===== src/rtl/seg7_scan_decoder.sv =====
// Receive-side monitor for a 4-digit multiplexed 7-segment display.
// Optional decimal-point capture is enabled by defining SEG7_DP_EN.
module seg7_scan_decoder #(
    parameter int SETTLE_CYC  = 4,
    parameter int TIMEOUT_CYC = 1_000_000
) (
    input  logic        clk,
    input  logic        rst_n,
    input  logic [3:0]  dig,
    input  logic [7:0]  seg,
    output logic [15:0] digits_bcd,
    output logic [13:0] value_bin,
    output logic        frame_valid,
    output logic        bcd_err,
    output logic        code_err,
    output logic        seq_err,
    output logic [3:0]  dp_out
);
    localparam int CW = (SETTLE_CYC > 1) ? $clog2(SETTLE_CYC) : 1;
    localparam int TW = $clog2(TIMEOUT_CYC + 1);

    localparam logic [1:0] S_IDLE    = 2'd0;
    localparam logic [1:0] S_CAPTURE = 2'd1;
    localparam logic [1:0] S_CONVERT = 2'd2;
    localparam logic [1:0] S_DONE    = 2'd3;

    logic [3:0]       dig_r;
    logic [7:0]       seg_r;
    logic [CW-1:0]    settle_cnt;
    logic             armed;
    logic             changed;
    logic             dig_ok;
    logic [1:0]       dig_idx;
    logic             cap;
    logic [7:0]       match;
    logic             known;
    logic [3:0]       nib;
    logic             take;

    logic [1:0]       state;
    logic [1:0]       expected;
    logic [1:0]       conv_idx;
    logic [13:0]      acc;
    logic [13:0]      acc_next;
    logic [TW-1:0]    tmo_cnt;
    logic [3:0][3:0]  d_frame;
    logic             any_bad;

    assign changed = (dig != dig_r) || (seg != seg_r);
    assign cap     = armed && dig_ok && (settle_cnt == CW'(SETTLE_CYC - 1));

    always_comb begin
        dig_ok  = 1'b1;
        dig_idx = 2'd0;
        case (dig_r)
            4'b1110: dig_idx = 2'd0;
            4'b1101: dig_idx = 2'd1;
            4'b1011: dig_idx = 2'd2;
            4'b0111: dig_idx = 2'd3;
            default: dig_ok  = 1'b0;
        endcase
    end

`ifdef SEG7_DP_EN
    assign match = {1'b1, seg_r[6:0]};
`else
    assign match = seg_r;
`endif

    always_comb begin
        known = 1'b1;
        nib   = 4'h0;
        case (match)
            8'hc0: nib = 4'h0;
            8'hf9: nib = 4'h1;
            8'ha4: nib = 4'h2;
            8'hb0: nib = 4'h3;
            8'h99: nib = 4'h4;
            8'h92: nib = 4'h5;
            8'h82: nib = 4'h6;
            8'hf8: nib = 4'h7;
            8'h80: nib = 4'h8;
            8'h90: nib = 4'h9;
            8'h88: nib = 4'hA;
            8'h83: nib = 4'hB;
            8'hc6: nib = 4'hC;
            8'ha1: nib = 4'hD;
            8'h86: nib = 4'hE;
            8'h8e: nib = 4'hF;
            8'hbf: nib = 4'hF;
            default: known = 1'b0;
        endcase
    end

    // A capture lands in the frame buffer whenever the FSM accepts it; a wrong
    // non-zero digit may also land, but the FSM drops to IDLE so it is overwritten.
    assign take = cap && (((state == S_IDLE) && (dig_idx == 2'd0)) || (state == S_CAPTURE));

    always_comb begin
        any_bad = 1'b0;
        for (int i = 0; i < 4; i++)
            if (d_frame[i] > 4'd9) any_bad = 1'b1;
    end

    assign acc_next = (acc << 3) + (acc << 1) + {10'd0, d_frame[conv_idx]};

    always_ff @(posedge clk or negedge rst_n) begin
        if (!rst_n) begin
            dig_r      <= 4'hF;
            seg_r      <= 8'hFF;
            settle_cnt <= '0;
            armed      <= 1'b1;
        end else begin
            dig_r <= dig;
            seg_r <= seg;
            if (changed) begin
                settle_cnt <= '0;
                armed      <= 1'b1;
            end else if (!dig_ok) begin
                settle_cnt <= '0;
            end else if (cap) begin
                armed <= 1'b0;
            end else if (settle_cnt != CW'(SETTLE_CYC - 1)) begin
                settle_cnt <= settle_cnt + 1'b1;
            end
        end
    end

    always_ff @(posedge clk or negedge rst_n) begin
        if (!rst_n) d_frame <= '0;
        else if (take) d_frame[dig_idx] <= known ? nib : 4'h0;
    end

`ifdef SEG7_DP_EN
    logic [3:0] dp_frame;

    always_ff @(posedge clk or negedge rst_n) begin
        if (!rst_n) begin
            dp_frame <= '0;
            dp_out   <= '0;
        end else begin
            if (take) dp_frame[dig_idx] <= ~seg_r[7];
            if ((state == S_CONVERT) && (conv_idx == 2'd0)) dp_out <= dp_frame;
        end
    end
`else
    assign dp_out = 4'b0000;
`endif

    // Outputs load on the CONVERT->DONE edge so frame_valid is high while in DONE.
    always_ff @(posedge clk or negedge rst_n) begin
        if (!rst_n) begin
            state       <= S_IDLE;
            expected    <= 2'd0;
            conv_idx    <= 2'd0;
            acc         <= '0;
            tmo_cnt     <= '0;
            digits_bcd  <= '0;
            value_bin   <= '0;
            frame_valid <= 1'b0;
            bcd_err     <= 1'b0;
            code_err    <= 1'b0;
            seq_err     <= 1'b0;
        end else begin
            frame_valid <= 1'b0;
            seq_err     <= 1'b0;
            code_err    <= cap && !known;
            case (state)
                S_IDLE: begin
                    if (cap && (dig_idx == 2'd0)) begin
                        expected <= 2'd1;
                        tmo_cnt  <= '0;
                        state    <= S_CAPTURE;
                    end
                end
                S_CAPTURE: begin
                    if (cap) begin
                        tmo_cnt <= '0;
                        if (dig_idx == expected) begin
                            if (expected == 2'd3) begin
                                acc      <= '0;
                                conv_idx <= 2'd3;
                                state    <= S_CONVERT;
                            end else begin
                                expected <= expected + 1'b1;
                            end
                        end else begin
                            seq_err <= 1'b1;
                            if (dig_idx == 2'd0) expected <= 2'd1;
                            else                 state    <= S_IDLE;
                        end
                    end else if (tmo_cnt == TW'(TIMEOUT_CYC - 1)) begin
                        seq_err <= 1'b1;
                        state   <= S_IDLE;
                    end else begin
                        tmo_cnt <= tmo_cnt + 1'b1;
                    end
                end
                S_CONVERT: begin
                    acc      <= acc_next;
                    conv_idx <= conv_idx - 1'b1;
                    if (conv_idx == 2'd0) begin
                        frame_valid <= 1'b1;
                        digits_bcd  <= d_frame;
                        value_bin   <= any_bad ? 14'h3FFF : acc_next;
                        bcd_err     <= any_bad;
                        state       <= S_DONE;
                    end
                end
                default: state <= S_IDLE;
            endcase
        end
    end
endmodule


===== config.mk =====
export PLATFORM = sky130hd
export DESIGN_NAME = seg7_scan_decoder
export DESIGN_NICKNAME = d
export VERILOG_FILES = /design/src/rtl/seg7_scan_decoder.sv
export SDC_FILE = /design/constraint.sdc
export NUM_CORES = 1
export LEC_CHECK = 0
export CAP_MARGIN = 20
export CORE_ASPECT_RATIO = 1.5
export CORE_MARGIN = 5
export CORE_UTILIZATION = 40
export CTS_BUF_LIST = sky130_fd_sc_hd__clkbuf_8
export DETAILED_ROUTE_END_ITERATION = 10
export HOLD_SLACK_MARGIN = 0.1
export SETUP_SLACK_MARGIN = 0.4
export SLEW_MARGIN = 15
export SYNTH_ARGS = -nofsm -noshare
export SYNTH_HDL_FRONTEND = slang
export SYNTH_SLANG_ARGS = --single-unit
export TNS_END_PERCENT = 5

===== constraint.sdc =====
create_clock -name clk -period 6.2 [get_ports clk]
set_input_delay 1.24 -clock clk [delete_from_list [all_inputs] [get_ports clk]]
set_output_delay 1.24 -clock clk [all_outputs]
set_load 0.01 [all_outputs]

# ---- Word level (Yosys, flattened, before mapping)
# Index checks and enable logic that the tools add are counted.
# Widths: inputs -> output; s select.
dict set report op_classes {
  addsub 6
  order_cmp 7
  eq_ne 43
  mux 53
  reduce_logical 27
}
# cell n
set op_table {}
lappend op_table {{$eq 8x8->1 const B} 17}
lappend op_table {{$mux 20} 3}
lappend op_table {{$pmux 4 s15} 1}
lappend op_table {{$pmux 20 s2} 1}
lappend op_table {{$mux 13} 3}
lappend op_table {{$mux 2} 18}
lappend op_table {{$pmux 13 s2} 1}
lappend op_table {{$add 20x1->20 const B} 1}
lappend op_table {{$eq 20x20->1 const B} 1}
lappend op_table {{$reduce_or 17->1} 1}
lappend op_table {{$bwmux 16} 1}
lappend op_table {{$gt 4x4->1 const B} 4}
lappend op_table {{$mux 1} 15}
lappend op_table {{$add 14x14->14} 1}
lappend op_table {{$add 14x4->14} 1}
lappend op_table {{$mux 14} 1}
lappend op_table {{$eq 4x4->1 const B} 3}
lappend op_table {{$mux 4} 3}
lappend op_table {{$pmux 2 s3} 2}
lappend op_table {{$reduce_and 5->1} 2}
lappend op_table {{$ne 3x2->1 const B} 3}
lappend op_table {{$ne 3x3->1 const B} 3}
lappend op_table {{$bmux 4 s2} 1}
lappend op_table {{$demux 4 s2} 1}
lappend op_table {{other kinds (24)} 48}
dict set report totals {
  regBits 104
  input_bits 14
  output_inout_bits 38
  wordCells 155
}

# ---- Depth between registers and ports, before layout
# Gate-level depths: netlist of the first run.
dict set report logic_depth {
  depth_word 8
  mapped_depth 12
  mapped_depth_nobuf 11
}

# ---- Worst setup path after synthesis of the first run
# OpenSTA, ideal clock, no wires.
dict set report synth_timing {
  kind {register -> register}
  start {reg conv_idx[0]}
  end {reg acc[12]}
  setup_time_ns 0.121
  arrival_ns 3.065
  required_time_ns 6.079
  slack_ns 3.014
  stages_incl_launch_ff 13
  n_path_buf 1
  synth_period_minus_slack_ns 3.186
  cell_sequence {dfrtp_1 clkbuf_1 mux4_2 ha_1 ha_1 inv_1 fa_1 nor2b_1 o31a_1 o41ai_1 o21ai_0 xor2_1 a22o_1}
}
dict set report synth_between {
  elab_chain_len 4
}
# item line_no
set synth_lines {}
lappend synth_lines {{from (decl)} 42} ;# logic [1:0] conv_idx;
lappend synth_lines {{from (signal assigned)} 201} ;# conv_idx <= conv_idx - 1'b1;
lappend synth_lines {{$bmux 4 s2} 105} ;# assign acc_next = (acc << 3) + (acc << 1) + {10'd0, d_frame[conv_idx]};
lappend synth_lines {{$mux 4 (implied by the code)} 105}
lappend synth_lines {{$add 14x4->14} 105}
lappend synth_lines {{$pmux 13 s2} 168} ;# case (state)
lappend synth_lines {{to (signal assigned)} 200} ;# acc <= acc_next;
lappend synth_lines {{to (decl)} 43} ;# logic [13:0] acc;
# No other way between the ends. The select of a mux whose other input is x is not followed.
# A chain may end at the register's enable or synchronous reset.

# ---- Final worst setup path of the first run
# Ends and elaborated chain as after synthesis.

==> out/results.ini, run 1 <==
[global_route]
grt_pass1_wl_mm=21.98
grt_util_all_layers=0.1662
grt_pass1_vias=4470
grt_max_degree=66
antenna_found_initial=0
overflow=0

[power]
switching_share=0.2361
comb_power_share=0.041
p_per_area_nw_per_um2=190.9
switchingPower_uw=288.6
peakVddDrop_v=0.0001328
p_leak_nw=2.897
internal_power_uw=934.0
seq_power_share=0.571
clkPwrFrac=0.388

[synth]
async_flop_share=1.000
synthFlopType=dfrtp_1
synthCells=552
synth_edf_count=0
yosys_warnings=0
yosysUniqueCellTypes=63
synth_area_sq_um=5573
synth_area_per_cell_sq_um=10.10
yosysSeqAreaShare=0.4699
synth-seq-cells=104

[worst_setup_path]
cpMostUsedCell=ha_1
r2r_slack_ns=2.88
required_ns=6.48
cp-end-kind=register
path_cells=mux4_2 -> ha_1 -> ha_1 -> inv_1 -> fa_1 -> nor2b_1 -> o31a_1 -> o41ai_1 -> o21ai_0 -> xor2_1 -> a22o_1
slowest_delay_ns=0.54
r2r-end=acc[12]$_DFFE_PN0P_
crit_fanout=5
worst_ep_arrival_time_ns=3.60
startpoint_type=register
worstSetupPathType=reg -> reg
r2r-start=conv_idx[0]$_DFFE_PN0P_
crit_slowest_cell=mux4_2
rr_worst_depth=11

[placed_design]
place.gp.congestion=0.8530
hpwl_mm=9.515
io_buffer_count=47

[clock_network]
clk_pin_slew_ns=0.10
ctsResizeCount=0
clockBufferDepth=2
cts_max_level=3
postCtsHoldBufs=0
cts_buffers=9
cts-root-buf=clkbuf_8
clock_latency_ns=0.39
cts_tree=built
clock_sinks=104
cts_setup_buffers=0

[die]
die_x_microns=106.4
die_y_microns=154.6
num_io_pins=52
dieArea_sq_um=16440
num_rows=52
start_util=0.4098
core_area_sq_um=13600

[route]
wl_per_cell_microns=16.86
routed_wl_mm=12.78
drt_iter0_drc=190
ant_nets=0
vias_per_cell=5.580
via_count=4230
dr.pass1.iters=5
drc=0

[run_status]
status=completed

[sta]
worst_pin_slew_ns=0.9135
maxSlewHeadroom=0.3888
finClkSkew_ns=0.01054
slew_viol_final=0
final-setup-viol-count=0
period_minus_slack_ns=3.317
period_share=0.5350
fin_tns_setup_ns=0
hold_violations=0
rsz0062_at_grt=no
max_freq_mhz=301.5

[final_layout]
area_growth_pct=14.91
post-route-util=0.4709
layout_common_cells=dfrtp_1, nand2_1, nor2_1, clkdlybuf4s50_1, xnor2_1
antenna_cells=0
final_common_cell=dfrtp_1
fin_nets=633
drive_gt1_frac=0.1057

[hold_path]
hold_path_depth=2
min_to=armed$_DFFE_PN1P_
min_from=armed$_DFFE_PN1P_
min-delay-path-class=reg -> reg

[flow_run]
cap_viol_max_count=0

## power groups by stage
| stage | logic, mW | registers (mW) | clock network, mW |
|---|---|---|---|
| 2_1_floorplan | 0.0336 | 0.701 | 0 |
| 3_3_place_gp | 0.0508 | 0.710 | 0 |
| 3_5_place_dp | 0.0517 | 0.711 | 0 |
| 4_1_cts | 0.0520 | 0.698 | 0.486 |
| 5_1_grt | 0.0572 | 0.700 | 0.521 |
| 6_report | 0.0507 | 0.698 | 0.474 |
## cells by family after synthesis
| logic type | after synthesis | synth area share |
|---|---|---|
| AOI/OAI and AO/OA | 104 | 0.1379 |
| buffers and inverters | 46 | 0.03547 |
| DFF | 104 | 0.4699 |
| muxes | 22 | 0.05164 |
| and+or+nand+nor | 211 | 0.1823 |
| adders and majority gates | 28 | 0.06556 |
| other | 1 | 0.0006729 |
| xor gates and xnor gates | 36 | 0.05658 |
## per-layer routing
metal / GRT usage / wire, microns / vias up
li1: - / - / 2039
met1: 0.1860 / 5016 / 2073
met2: 0.3064 / 6969 / 89
met3: 0.02377 / 389 / 29
met4: 0.07840 / 403 / 0
met5: 0 / 0 / -
## synthesized netlist by cell type, types with 6 or more instances
cell / count / area share
dfrtp_1: 91 / 0.41
nand2_1: 83 / 0.056
nor2_1: 48 / 0.032
xnor2_1: 32 / 0.050
ha_1: 26 / 0.058
o21ai_0: 24 / 0.022
inv_1: 19 / 0.013
a21oi_1: 17 / 0.015
clkbuf_1: 14 / 0.0094
mux2_2: 14 / 0.028
nand4_1: 14 / 0.016
a22o_1: 13 / 0.020
dfstp_2: 13 / 0.061
nor3_1: 13 / 0.012
o22a_1: 13 / 0.020
nand3_1: 11 / 0.0099
nor4_1: 8 / 0.0090
a31oi_1: 6 / 0.0067
## flip-flops by register name, summed over array words and instances (netlist names)
name         flops
armed            1
dig_r            4
frame_valid      1
expected         2
match            8
state            2
acc             13
conv_idx         2
seq_err          1
d_frame         16
digits_bcd      16
tmo_cnt         20
bcd_err          1
code_err         1
value_bin       14
settle_cnt       2
## through the flow
stage	power [mW]	setup WS (ns)	instances	instance area, sq um	hold WS [ns]
final	1.223	2.883	758	6404	0.4652
after CTS	1.236	2.640	757	6376	0.4655
after global routing	1.278	2.658	758	6404	0.4750
after floorplan	0.7344	3.014	555	5584	0.4393
after global placement	0.7612	2.685	740	6151	0.4477
after detailed placement	0.7626	2.650	741	6156	0.4493
## cell type report
class	instances	area (sq um)
clock buffers	9	123.9
clock inverters	7	96.34
fillers	1258	7194
inverters	19	71.32
multi-input cells	405	2768
flip-flops and latches	104	2619
well taps	162	202.7
repair buffers	52	523.0
## worst max-delay path by stage
stage | slack [ns] | startpoint | end | depth (start not counted)
2_1_floorplan | 3.01 | conv_idx[0]$_DFFE_PN0P_ | acc[12]$_DFFE_PN0P_ | 12
3_3_place_gp | 2.69 | state[1]$_DFFE_PN0P_ | value_bin[3]$_DFFE_PN0P_ | 8
3_5_place_dp | 2.65 | state[1]$_DFFE_PN0P_ | value_bin[13]$_DFFE_PN0P_ | 8
4_1_cts | 2.64 | state[1]$_DFFE_PN0P_ | value_bin[3]$_DFFE_PN0P_ | 8
5_1_grt | 2.66 | conv_idx[0]$_DFFE_PN0P_ | acc[12]$_DFFE_PN0P_ | 11
6_report | 2.88 | conv_idx[0]$_DFFE_PN0P_ | acc[12]$_DFFE_PN0P_ | 11
## critical path: cells and delay by family (launching register included)
family | cells | cell delay [ns]
DFF | 1 | 0.49
buffers and inverters | 1 | 0.08
AOI/OAI and AO/OA | 4 | 1.11
and+or+nand+nor | 1 | 0.07
adders and majority gates | 3 | 0.73
xor gates and xnor gates | 1 | 0.19
muxes | 1 | 0.54
No activity file was read; power rests on OpenSTA's default activity.
==> run 2, diff against run 1 <==
==> constraint.sdc (replaced) <==
create_clock -name clk -period 3.25 [get_ports clk]
set_input_delay 0.65 -clock clk [delete_from_list [all_inputs] [get_ports clk]]
set_output_delay 0.65 -clock clk [all_outputs]
set_load 0.01 [all_outputs]
==> run 2 against run 1 <==
- final cell count grew 2.1%
- via count grew 2.5%
- clock skew grew 0.0030 ns
- combinational power increased by 96%
- maximum frequency grew 9.5%
- setup slack got worse by 2.7 ns
- count of clock-buffer cells in the layout unchanged
- design area is 2.8% higher
- critical path depth up 1
- register-to-register slack worse by 2.7 ns
- critical endpoint is now acc[8]$_DFFE_PN0P_
- largest power group unchanged
- highest routed layer unchanged
==> out/results.ini, run 2 (synthesized netlist as in run 1, its figures left out) <==
[run_status]
status=completed  ; unchanged

[global_route]
grt_pass1_vias=4458  ; was 4470
grt_max_degree=64  ; was 66
grt_pass1_wl_mm=22.07  ; was 21.98 mm
antenna_found_initial=0  ; unchanged
grt_util_all_layers=0.1675  ; was 0.1662
overflow=0  ; unchanged

[route]
routed_wl_mm=13.44  ; was 12.78 mm
dr_wl_met3_microns=363  ; was 389 microns
dr.pass1.iters=4  ; was 5
via_count=4334  ; was 4230
wl_per_cell_microns=17.36  ; was 16.86 microns
vias_per_cell=5.599  ; was 5.580
drc=0  ; unchanged
wl_met1_mm=5.337  ; was 5.016 mm
drt_iter0_drc=278  ; was 190
top_layer=met4  ; unchanged
ant_nets=0  ; unchanged
wl_met2_mm=7.339  ; was 6.969 mm

[hold_path]
min-delay-path-class=in -> async  ; was reg -> reg

[placed_design]
hpwl_mm=9.761  ; was 9.515 mm
place.gp.congestion=0.8527  ; was 0.8530
io_buffer_count=47  ; unchanged
post-place-ws_ns=0.1846  ; was 2.650 ns

[worst_setup_path]
crit_family=adder cells  ; was compound AO/OA/AOI/OAI gates
cp_num_buf_inv=3  ; was 1
worstSetupPathType=reg -> reg  ; unchanged
path_cells=mux4_2 -> inv_2 -> fa_1 -> buf_4 -> fa_2 -> nor2b_2 -> o31a_1 -> buf_4 -> o21a_1 -> nor2_2 -> xnor2_2 -> a22o_1  ; was mux4_2 -> ha_1 -> ha_1 -> inv_1 -> fa_1 -> nor2b_1 -> o31a_1 -> o41ai_1 -> o21ai_0 -> xor2_1 -> a22o_1
cpMostUsedCell=buf_4  ; was ha_1
crit_slowest_cell=mux4_2  ; unchanged
crit_fanout=2  ; was 5
startpoint_type=register  ; unchanged
cp-end-kind=register  ; unchanged
slowest_delay_ns=0.53  ; was 0.54 ns
required_ns=3.52  ; was 6.48 ns
worst_ep_arrival_time_ns=3.30  ; was 3.60 ns

[final_layout]
regMostFlops=tmo_cnt  ; unchanged
seq_area_sq_um=2619  ; unchanged
layout_common_cells=dfrtp_1, nand2_1, nor2_1, clkdlybuf4s50_1, xnor2_1  ; unchanged
post-route-util=0.4842  ; was 0.4709
final_common_cell=dfrtp_1  ; unchanged
drive_gt1_frac=0.1487  ; was 0.1057
antenna_cells=0  ; unchanged
area_growth_pct=18.14  ; was 14.91%
reg_top3=tmo_cnt (20), d_frame (16), digits_bcd (16)  ; unchanged
multi_input_area_sq_um=2836  ; was 2768 sq um
fin_nets=649  ; was 633
largest_reg_flops=20  ; unchanged
fillerInstances=1246  ; was 1258

[sta]
rsz0062_at_grt=yes  ; was no
slew_viol_final=0  ; unchanged
maxSlewHeadroom=0.3913  ; was 0.3888
period_minus_slack_ns=3.029  ; was 3.317 ns
finClkSkew_ns=0.01349  ; was 0.01054 ns
max_freq_mhz=330.1  ; was 301.5 MHz
hold_violations=0  ; unchanged
final-setup-viol-count=0  ; unchanged
worst_slack_ns=0.2207  ; was 2.883 ns
fin_tns_setup_ns=0  ; unchanged
period_share=0.9321  ; was 0.5350
worst_pin_slew_ns=0.9097  ; was 0.9135 ns

[die]
num_io_pins=52  ; unchanged
die_y_microns=154.6  ; unchanged
num_rows=52  ; unchanged
dieArea_sq_um=16440  ; unchanged
start_util=0.4098  ; unchanged
die_x_microns=106.4  ; unchanged
core_area_sq_um=13600  ; unchanged

[clock_network]
cts-root-buf=clkbuf_8  ; unchanged
clk_pin_slew_ns=0.11  ; was 0.10 ns
cts_max_level=3  ; unchanged
postCtsHoldBufs=0  ; unchanged
cts_tree=built  ; unchanged
clock_sinks=104  ; unchanged
clockBufferDepth=2  ; unchanged
clock_latency_ns=0.38  ; was 0.39 ns
cts_buffers=9  ; unchanged

[power]
p_leak_nw=2.976  ; was 2.897 nW
p_per_area_nw_per_um2=349.1  ; was 190.9 nW/um^2
peakVddDrop_v=0.0001779  ; was 0.0001328 V

[flow_run]
cap_viol_max_count=0  ; unchanged

[run 2: cell types whose count changed in the layout (fill, tap and decap cells not counted), sizes merged]
| cell | before | now |
|---|---|---|
| buf | 6 | 22 |
| clkinv | 5 | 0 |
| inv | 19 | 23 |
| clkinvlp | 0 | 2 |
| bufinv | 2 | 1 |
[run 2: layout make-up]
type / instances / area share
multi-input combinational: 405 / 0.4308
clock buffer: 9 / 0.01881
timing repair buffer: 68 / 0.09806
inverter: 19 / 0.01083
sequential: 104 / 0.3978
tap: 162 / 0.03079
clock inverter: 7 / 0.01292
[run 2: repair_timing]
action,CTS,global route
buffers inserted,8,2
pin swaps,11,7
endpoints found under the hold margin,0,0
gates resized for setup,11,4
setup endpoints to repair,13,15
[run 2: stage by stage]
step	cell area [sq um]	power [mW]	hold WS, ns	std cells
floorplan	5595	1.401	0.3544	555
global placement	6231	1.455	0.4499	748
detailed placement	6231	1.458	0.4635	748
CTS	6555	2.336	0.2530	772
global route	6584	2.401	0.2742	774
finish	6584	2.298	0.2445	774
[run 2: where the power goes]
group          switching (mW)  total, mW  leakage (nW)  internal (mW)
clock network           0.494      0.867         0.100          0.373
logic                  0.0587     0.0994          1.47         0.0406
registers              0.0238       1.33          1.41           1.31
total                   0.577       2.30          2.98           1.72
[run 2: layer usage]
layer	vias up	GRT usage
met5	-	0
met4	0	0.07407
met3	24	0.02711
met2	97	0.3098
met1	2136	0.1867
li1	2077	-
[run 2: worst paths after layout]
kind	start	slack [ns]	end	depth (start not counted)
worst max-delay path	conv_idx[0]$_DFFE_PN0P_	0.22	acc[8]$_DFFE_PN0P_	12
worst min-delay path	rst_n	0.24	acc[8]$_DFFE_PN0P_	1
worst max register to register	conv_idx[0]$_DFFE_PN0P_	0.22	acc[8]$_DFFE_PN0P_	12
worst min register to register	armed$_DFFE_PN1P_	0.47	armed$_DFFE_PN1P_	2
max in group asynchronous	rst_n	2.22	armed$_DFFE_PN1P_	2
min in group clk	armed$_DFFE_PN1P_	0.47	armed$_DFFE_PN1P_	2
==> run 3, diff against run 2 <==
--- a/config.mk
+++ b/config.mk
@@ -11,6 +11,7 @@
 export CORE_UTILIZATION = 40
 export CTS_BUF_LIST = sky130_fd_sc_hd__clkbuf_8
 export DETAILED_ROUTE_END_ITERATION = 10
+export GPL_TIMING_DRIVEN = 0
 export HOLD_SLACK_MARGIN = 0.1
 export SETUP_SLACK_MARGIN = 0.4
 export SLEW_MARGIN = 15
==> run 3 against run 2 <==
- global-route usage rose by 0.13 points
- utilization rose by 0.14 points
- first-iteration DRC count fell by 4.0%
- critical path type unchanged
- largest power group unchanged
==> out/results.ini, run 3 (synthesized netlist as in run 1, its figures left out) <==
[run_status]
status=completed  ; unchanged

[global_route]
grt_util_all_layers=0.1688  ; was 0.1675
grt_max_degree=64  ; unchanged
overflow=0  ; unchanged
grt_pass1_wl_mm=22.27  ; was 22.07 mm
grt_pass1_vias=4538  ; was 4458
antenna_found_initial=0  ; unchanged

[power]
peakVddDrop_v=0.0002478  ; was 0.0001779 V
p_per_area_nw_per_um2=343.2  ; was 349.1 nW/um^2
power_mw=2.266  ; was 2.298 mW
p_leak_nw=2.986  ; was 2.976 nW

[final_layout]
layout_common_cells=dfrtp_1, nand2_1, nor2_1, clkdlybuf4s50_1, xnor2_1  ; unchanged
fin_nets=661  ; was 649
area_growth_pct=18.48  ; was 18.14%
drive_gt1_frac=0.1426  ; was 0.1487
antenna_cells=0  ; unchanged
final_common_cell=dfrtp_1  ; unchanged
fillerInstances=1263  ; was 1246
instances_no_fill=786  ; was 774
reg_top3=tmo_cnt (20), d_frame (16), digits_bcd (16)  ; unchanged
largest_reg_flops=20  ; unchanged
regMostFlops=tmo_cnt  ; unchanged

[placed_design]
io_buffer_count=47  ; unchanged
place.gp.congestion=0.8367  ; was 0.8527
dp.cells=765  ; was 748
hpwl_mm=9.803  ; was 9.761 mm

[worst_setup_path]
crit_slowest_cell=mux4_2  ; unchanged
cp-end-kind=register  ; unchanged
worst_ep_arrival_time_ns=3.40  ; was 3.30 ns
path_cells=clkbuf_8 -> buf_4 -> mux4_2 -> ha_2 -> ha_2 -> inv_2 -> fa_2 -> nor2b_2 -> o31a_1 -> o41ai_4 -> o21ai_1 -> xor2_1 -> a22o_1  ; was mux4_2 -> inv_2 -> fa_1 -> buf_4 -> fa_2 -> nor2b_2 -> o31a_1 -> buf_4 -> o21a_1 -> nor2_2 -> xnor2_2 -> a22o_1
startpoint_type=register  ; unchanged
crit_fanout=3  ; was 2
worstSetupPathType=reg -> reg  ; unchanged
slowest_delay_ns=0.54  ; was 0.53 ns
cpMostUsedCell=ha_2  ; was buf_4
r2r_slack_ns=0.13  ; was 0.22 ns
required_ns=3.53  ; was 3.52 ns

[sta]
rsz0062_at_grt=yes  ; unchanged
period_share=0.9601  ; was 0.9321
finClkSkew_ns=0.01617  ; was 0.01349 ns
worst_pin_slew_ns=0.9514  ; was 0.9097 ns
final-setup-viol-count=0  ; unchanged
hold_violations=0  ; unchanged
max_freq_mhz=320.5  ; was 330.1 MHz
slew_viol_final=0  ; unchanged
maxSlewHeadroom=0.3557  ; was 0.3913
period_minus_slack_ns=3.120  ; was 3.029 ns

[flow_run]
cap_viol_max_count=0  ; unchanged

[clock_network]
cts_buffers=9  ; unchanged
clock_latency_ns=0.39  ; was 0.38 ns
clock_sinks=104  ; unchanged
cts_max_level=3  ; unchanged
cts_tree=built  ; unchanged
cts-root-buf=clkbuf_8  ; unchanged
clk_pin_slew_ns=0.11  ; about the same
postCtsHoldBufs=0  ; unchanged
clockBufferDepth=2  ; unchanged

[hold_path]
min-delay-path-class=in -> async  ; unchanged

[route]
via_count=4302  ; was 4334
drc=0  ; unchanged
routed_wl_mm=13.16  ; was 13.44 mm
dr.pass1.iters=4  ; unchanged
vias_per_cell=5.473  ; was 5.599
wl_per_cell_microns=16.75  ; was 17.36 microns
drt_iter0_drc=267  ; was 278
ant_nets=0  ; unchanged

[die]
core_area_sq_um=13600  ; unchanged
die_y_microns=154.6  ; unchanged
num_io_pins=52  ; unchanged
die_x_microns=106.4  ; unchanged
dieArea_sq_um=16440  ; unchanged
start_util=0.4098  ; unchanged
num_rows=52  ; unchanged

-- run 3: changes by cell type in the layout (fill, tap and decap cells not counted), sizes merged --
cell      previous run  this run
clkinv               0         2
clkbuf               9        23
clkinvlp             2         0
buf                 22        20
-- run 3: where the power goes --
part           total, mW  switching (mW)  internal [mW]
sequential          1.31         0.00707           1.31
clock              0.825           0.465          0.359
combinational      0.127          0.0792         0.0483
-- run 3: cell type report --
type / instances / area, sq um / area share
plain buffers: 27 / 136.4 / 0.02066
flip-flops and latches: 104 / 2619 / 0.3966
inverters: 19 / 71.32 / 0.01080
clock buffers: 9 / 123.9 / 0.01876
well taps: 162 / 202.7 / 0.03070
repair buffers: 53 / 536.8 / 0.08130
clock inverters: 7 / 72.57 / 0.01099
multi-input cells: 405 / 2840 / 0.4302
-- run 3: critical path, delay by kind of cell, from the launching register on --
family	cells	cell delay [ns]
AOI/OAI and AO/OA	4	0.97
adders and majority gates	3	0.59
muxes	1	0.54
DFF	1	0.35
buffers and inverters	3	0.34
xor gates and xnor gates	1	0.17
and+or+nand+nor	1	0.05
-- run 3: worst paths after layout --
kind / depth (start not counted) / to / startpoint
worst max-delay path: 13 / acc[12]$_DFFE_PN0P_ / conv_idx[0]$_DFFE_PN0P_
worst min-delay path: 1 / value_bin[8]$_DFFE_PN0P_ / rst_n
worst max register to register: 13 / acc[12]$_DFFE_PN0P_ / conv_idx[0]$_DFFE_PN0P_
worst min register to register: 2 / armed$_DFFE_PN1P_ / armed$_DFFE_PN1P_
max in group asynchronous: 2 / tmo_cnt[16]$_DFFE_PN0P_ / rst_n
min in group clk: 2 / armed$_DFFE_PN1P_ / armed$_DFFE_PN1P_
-- run 3: stage by stage --
stage / instance area [sq um] / hold WS [ns] / setup TNS [ns] / util / setup WS, ns
global placement: 6269 / 0.4509 / -239.31 / 0.4610 / -2.468
CTS: 6571 / 0.1811 / 0 / 0.4833 / 0.05692
global route: 6603 / 0.1914 / 0 / 0.4856 / 0.01074
floorplan: 5595 / 0.3544 / 0 / - / 0.3196
detailed placement: 6297 / 0.4550 / -0.01196 / 0.4631 / -0.01196
finish: 6603 / 0.1616 / 0 / 0.4856 / 0.1298
-- run 3: what timing repair did --
action / 4_1_cts / 5_1_grt
pin swaps: 12 / 9
gates resized for setup: 11 / 6
cloned: 0 / 0
buffers inserted: 5 / 0
setup endpoints to repair: 13 / 15
-- run 3: metal layers --
layer  routed length (microns)  share of wire  GRT usage
met1                      5272           0.40     0.1863
met2                      7285           0.55     0.3191
met4                       286          0.022    0.07099
met5                         0              0          0
met3                       318          0.024    0.02294
